### src/rtl/uart_tx_frame.sv
// uart_tx_frame: parametrised asynchronous serial transmitter.
// Sends one word per frame: start bit, DATA_WIDTH data bits (MSB or LSB first),
// optional even/odd parity bit, then 1 or 2 stop bits. Bit period is CLKS_PER_BIT clocks.
//
// Ports:
//   CLK       system clock, rising edge
//   RST       asynchronous active-high reset
//   TX_VALID  TX_DATA holds a word to send
//   TX_DATA   word to send, latched at the accept edge
//   TX_READY  block can accept a word this cycle (IDLE only)
//   TXD       serial line, idle/mark = 1
//   TX_BUSY   frame in progress
//   TX_DONE   one-cycle pulse in the first IDLE cycle after the last stop bit
module uart_tx_frame #(
  parameter int unsigned DATA_WIDTH   = 8,
  parameter int unsigned CLKS_PER_BIT = 16,
  parameter int unsigned PARITY       = 0,
  parameter int unsigned STOP_BITS    = 1,
  parameter int unsigned MSB_FIRST    = 1
) (
  input  logic                  CLK,
  input  logic                  RST,
  input  logic                  TX_VALID,
  input  logic [DATA_WIDTH-1:0] TX_DATA,
  output logic                  TX_READY,
  output logic                  TXD,
  output logic                  TX_BUSY,
  output logic                  TX_DONE
);

  localparam int unsigned BaudW = $clog2(CLKS_PER_BIT);
  localparam int unsigned BitW  = $clog2(DATA_WIDTH + 1);
  localparam int unsigned NStop = (STOP_BITS == 2) ? 2 : 1;

  localparam logic [BaudW-1:0] BaudMax  = BaudW'(CLKS_PER_BIT - 1);
  localparam logic [BitW-1:0]  LastBit  = BitW'(DATA_WIDTH - 1);
  localparam logic [BitW-1:0]  LastStop = BitW'(NStop - 1);
  localparam logic             ParEn    = (PARITY == 1) || (PARITY == 2);
  localparam logic             OddPar   = (PARITY == 2);
  localparam logic             MsbFirst = (MSB_FIRST != 0);

  typedef enum logic [2:0] {StIdle, StStart, StData, StParity, StStop} state_e;

  state_e                state_q, state_d;
  logic [BaudW-1:0]      baud_q, baud_d;
  logic [BitW-1:0]       bit_q, bit_d;
  logic [DATA_WIDTH-1:0] shift_q, shift_d;
  logic                  par_q, par_d;
  logic                  txd_d, busy_d, ready_d, done_d;
  logic                  baud_end;

  assign baud_end = (baud_q == BaudMax);

  always_comb begin
    state_d = state_q;
    baud_d  = baud_q;
    bit_d   = bit_q;
    shift_d = shift_q;
    par_d   = par_q;
    done_d  = 1'b0;
    txd_d   = 1'b1;

    unique case (state_q)
      StIdle: begin
        // TX_READY is 1 throughout IDLE, so TX_VALID alone means accept
        if (TX_VALID) begin
          state_d = StStart;
          shift_d = TX_DATA;
          par_d   = (^TX_DATA) ^ OddPar;
          baud_d  = '0;
          bit_d   = '0;
        end
      end
      StStart: begin
        if (baud_end) begin
          state_d = StData;
          baud_d  = '0;
          bit_d   = '0;
        end else begin
          baud_d = baud_q + 1'b1;
        end
      end
      StData: begin
        if (baud_end) begin
          baud_d = '0;
          if (bit_q == LastBit) begin
            bit_d   = '0;
            state_d = ParEn ? StParity : StStop;
          end else begin
            bit_d   = bit_q + 1'b1;
            shift_d = MsbFirst ? {shift_q[DATA_WIDTH-2:0], 1'b0}
                               : {1'b0, shift_q[DATA_WIDTH-1:1]};
          end
        end else begin
          baud_d = baud_q + 1'b1;
        end
      end
      StParity: begin
        if (baud_end) begin
          state_d = StStop;
          baud_d  = '0;
          bit_d   = '0;
        end else begin
          baud_d = baud_q + 1'b1;
        end
      end
      StStop: begin
        // bit counter is reused to count stop bits
        if (baud_end) begin
          baud_d = '0;
          if (bit_q == LastStop) begin
            bit_d   = '0;
            state_d = StIdle;
            done_d  = 1'b1;
          end else begin
            bit_d = bit_q + 1'b1;
          end
        end else begin
          baud_d = baud_q + 1'b1;
        end
      end
      default: begin
        state_d = StIdle;
        baud_d  = '0;
        bit_d   = '0;
      end
    endcase

    // Outputs are registered: drive the line value of the state being entered.
    unique case (state_d)
      StStart:  txd_d = 1'b0;
      StData:   txd_d = MsbFirst ? shift_d[DATA_WIDTH-1] : shift_d[0];
      StParity: txd_d = par_d;
      default:  txd_d = 1'b1;
    endcase

    busy_d  = (state_d != StIdle);
    ready_d = (state_d == StIdle);
  end

  always_ff @(posedge CLK or posedge RST) begin
    if (RST) begin
      state_q  <= StIdle;
      baud_q   <= '0;
      bit_q    <= '0;
      shift_q  <= '0;
      par_q    <= 1'b0;
      TXD      <= 1'b1;
      TX_BUSY  <= 1'b0;
      TX_READY <= 1'b1;
      TX_DONE  <= 1'b0;
    end else begin
      state_q  <= state_d;
      baud_q   <= baud_d;
      bit_q    <= bit_d;
      shift_q  <= shift_d;
      par_q    <= par_d;
      TXD      <= txd_d;
      TX_BUSY  <= busy_d;
      TX_READY <= ready_d;
      TX_DONE  <= done_d;
    end
  end

endmodule

### config.mk
export PLATFORM = sky130hd
export DESIGN_NAME = uart_tx_frame
export DESIGN_NICKNAME = d
export VERILOG_FILES = /design/src/rtl/uart_tx_frame.sv
export SDC_FILE = /design/constraint.sdc
export NUM_CORES = 1
export LEC_CHECK = 0
export CAP_MARGIN = 15
export CORE_MARGIN = 2
export CORE_UTILIZATION = 45
export CTS_CLUSTER_DIAMETER = 50
export DETAILED_ROUTE_END_ITERATION = 8
export GPL_TIMING_DRIVEN = 0
export PLACE_DENSITY = 0.66
export SYNTH_ARGS = -nofsm -noshare
export SYNTH_HDL_FRONTEND = slang
export SYNTH_SLANG_ARGS = --single-unit
### constraint.sdc
create_clock -name CLK -period 3.6 [get_ports CLK]
set_clock_uncertainty 0.05 [all_clocks]
set_input_delay 0.36 -clock CLK [delete_from_list [all_inputs] [get_ports CLK]]
set_output_delay 0.36 -clock CLK [all_outputs]
set_load 0.005 [all_outputs]
==> impl_results.md <==
* Status: finished clean
* Largest cells by area after synthesis: dfrtp_1 (42%), nand2_1 (5.4%), xnor2_1 (5.3%)
* Register area share after synthesis at 45.82%
* Kind of critical path: reg -> reg
* Total area of sequential cells at 603.1 um^2
* GR Util All Layers at 16.74%
* Vias per cell at 5.607
* RSZ-0062 raised after global routing: no
* Synth Area in Compound Gates at 18.54%
* Post-synth EDFFs at 0
* Post-Syn Area at 1316 um^2
* Total number of H-tree levels at 1
* Mapped Nets at 138
* Initial antenna violation count at 0
* Most common cell after layout, fill and taps aside: dfrtp_1
* Die span in y at 58.09 um
* Max_slew headroom at 39.54%
* XOR/XNOR Fraction of Synth Area at 7.224%
* Vias in the first global route at 957
* Starting Density at 47.73%
* Iter 0 DRT Violations at 36
* VDD IR max at 0.0004704 V
* Post-synthesis mux area share at 0%
* Final period util at 54.75%
* Placed Area at 1495 um^2
* CTS tree: built
* CP max stage cell: dfrtp_1
* DR vias at 970
* Largest family of logic cells by synthesized area: simple AND/OR/NAND/NOR gates
* Final Max Tran Viols at 0
* Max_cap viols at 0
* Final Cell Area at 1531 um^2
* Clock buffer count from CTS at 3
* Layout cells sized above 1 at 14.79%
* Die width at 58.09 um
* Count of cell types in the netlist at 45
* Layout fillers at 239
* Internal power at 674.0 uW
* Area growth syn-to-layout at 16.35%
* Clock network fraction of total power at 12.9%
* Crit path largest cell delay at 0.45 ns
* IO Count at 15
* Cell taking the most area after synthesis: dfrtp_1
* Synth Area per Inst at 10.62 um^2
* Max Clk Rate at 507.3 MHz
* Sink Count at 24
* Synthesized flop and latch total at 24
* Switching power at 411.5 uW
* Lkg Pwr at 0.6344 nW
* Port Buffers at 14
* Clk root buf: clkbuf_4
* Min Hold Slack at 0.4465 ns
* Footprint of the multi-input gates at 663.1 um^2
* Core Region at 2758 um^2
* Wire per inst at 14.64 um
* Final #Nets at 157
* Pre-antenna DRT Iters at 4
* Hold Buf Count CTS at 0
* Critical Path Start Type: register
* Post-Syn Instances at 124
* Logic pwr share at 45.6%
* Clock Latency Late Sink at 0.30 ns
* Post-CTS Setup Inserts at 0
* Final-report hold violation count at 0
* Die area at 3374 um^2
* Most frequent cells in the layout: dfrtp_1 (22), nand2_1 (19), clkdlybuf4s50_1 (14), xnor2_1 (8)
* Post-Synth Simple-Gate Area at 21.77%
* Switch share at 37.91%
* Setup tns final at 0 ns
* Yosys warnings at 0
* Post-synth ARST share at 100.0%
* CP Data Arrival Time at 2.15 ns
* Critical Path Fanout Max at 7
* Crit path cell chain: ha_1, and3_1, buf_2, a41oi_2, a221o_1, nor2b_1, o21ai_0
* Post-synth top area share at 41.83%
* N_diodes at 0
* Core Rows at 19
* Largest net degree at the start of global routing at 25
* First-pass GRT wire length at 4.429 mm
* Grt ovf at 0
* Worst Max-Slew Pin Slew at 0.9060 ns
* Clock buffer depth at 2
* Setup crit end kind: register
* Routed Antenna Nets at 0
* DP Wirelength at 1.909 mm
* Final Setup Violations at 0
* Fin crit period at 1.971 ns
* Top FF cell, synth: dfrtp_1
* DRC Markers at 0
* Adder-cell share of the synthesized area at 2.852%
* HP Class: reg -> reg
* Sequential share of power at 41.5%
* Gpl congestion at 0.7587
* WL final at 2.533 mm
* CP required at 3.78 ns
* Clock transition at path regs at 0.13 ns
* PD cells at 708.8 nW/um^2
* CTS resizes at 0
-- cell families (layout without fill, tap and decap cells) --
logic type,count (synthesis),in the layout
buffers and inverters,9,27
AOI/OAI and AO/OA,31,31
and+or+nand+nor,47,47
xor gates and xnor gates,10,10
DFF,24,24
adders and majority gates,3,3
-- worst paths after layout --
| kind | from | endpoint | slack, ns | cells after the start |
|---|---|---|---|---|
| hold / removal | shift_q[2] | shift_q[2] | 0.45 | 2 |
| min in group asynchronous | RST | state_q[0] | 0.48 | 2 |
| setup reg to reg | baud_q[0] | TXD | 1.63 | 7 |
| max in group asynchronous | RST | bit_q[1] | 2.46 | 2 |
| setup / recovery | baud_q[0] | TXD | 1.63 | 7 |
| hold reg to reg | shift_q[2] | shift_q[2] | 0.45 | 2 |
-- metrics by stage --
step / cells / utilization, % / total power [mW] / setup WS, ns
2_1_floorplan: 124 / - / 0.8269 / 1.862
3_3_place_gp: 169 / 54.22 / 0.9271 / 1.534
3_5_place_dp: 169 / 54.22 / 0.9509 / 1.526
4_1_cts: 173 / 55.54 / 1.091 / 1.642
5_1_grt: 173 / 55.54 / 1.172 / 1.470
6_report: 173 / 55.54 / 1.086 / 1.629
-- worst max-delay path, delay by kind of cell (launching register included) --
family / cells / cell delay, ns
adders and majority gates: 1 / 0.26
DFF: 1 / 0.45
buffers and inverters: 1 / 0.16
AOI/OAI and AO/OA: 3 / 0.73
and+or+nand+nor: 2 / 0.24
-- Yosys cell counts, drive strengths merged (2+ instances only) --
cell type and count:
a22o 2, a21oi 6, dfrtp 22, xnor2 9, nand3 3, nand2 19, o21ai 4, o211ai 2
nor2b 2, dfstp 2, or3 2, a32o 2, nor3b 2, inv 4, nand2b 2, nor2 5
a31o 2, nor4b 2, nor3 3, nand3b 2, buf 4, a22oi 6, ha 3
-- flip-flops by register name (all words and copies together) (netlist names) --
register	flops
TXD	1
TX_BUSY	1
TX_DONE	1
TX_READY	1
baud_q	4
bit_q	4
par_q	1
shift_q	8
state_q	3
-- metal layers --
| layer | wire length (um) | up-vias | global-route usage [%] |
|---|---|---|---|
| met5 | 0 | - | 0 |
| met4 | 17 | 0 | 1.993 |
| met3 | 82 | 2 | 3.571 |
| met2 | 1163 | 16 | 26.30 |
| met1 | 1269 | 464 | 24.61 |
| li1 | - | 488 | - |
-- area by class of cell --
cell class | instances | area share [%]
buffer | 5 | 2.288
timing repair buffer | 14 | 9.150
clock buffer | 4 | 2.369
tap | 31 | 2.533
inverter | 4 | 0.9804
sequential | 24 | 39.38
multi-input combinational | 91 | 43.30
-- power groups by stage --
stage               combinational [mW]  clock [mW]  sequential (mW)
floorplan                        0.386           0            0.441
global placement                 0.476           0            0.451
detailed placement               0.494           0            0.457
CTS                              0.496       0.143            0.452
global route                     0.553       0.154            0.465
finish                           0.495       0.140            0.450
No activity file was read; power rests on OpenSTA's default activity.
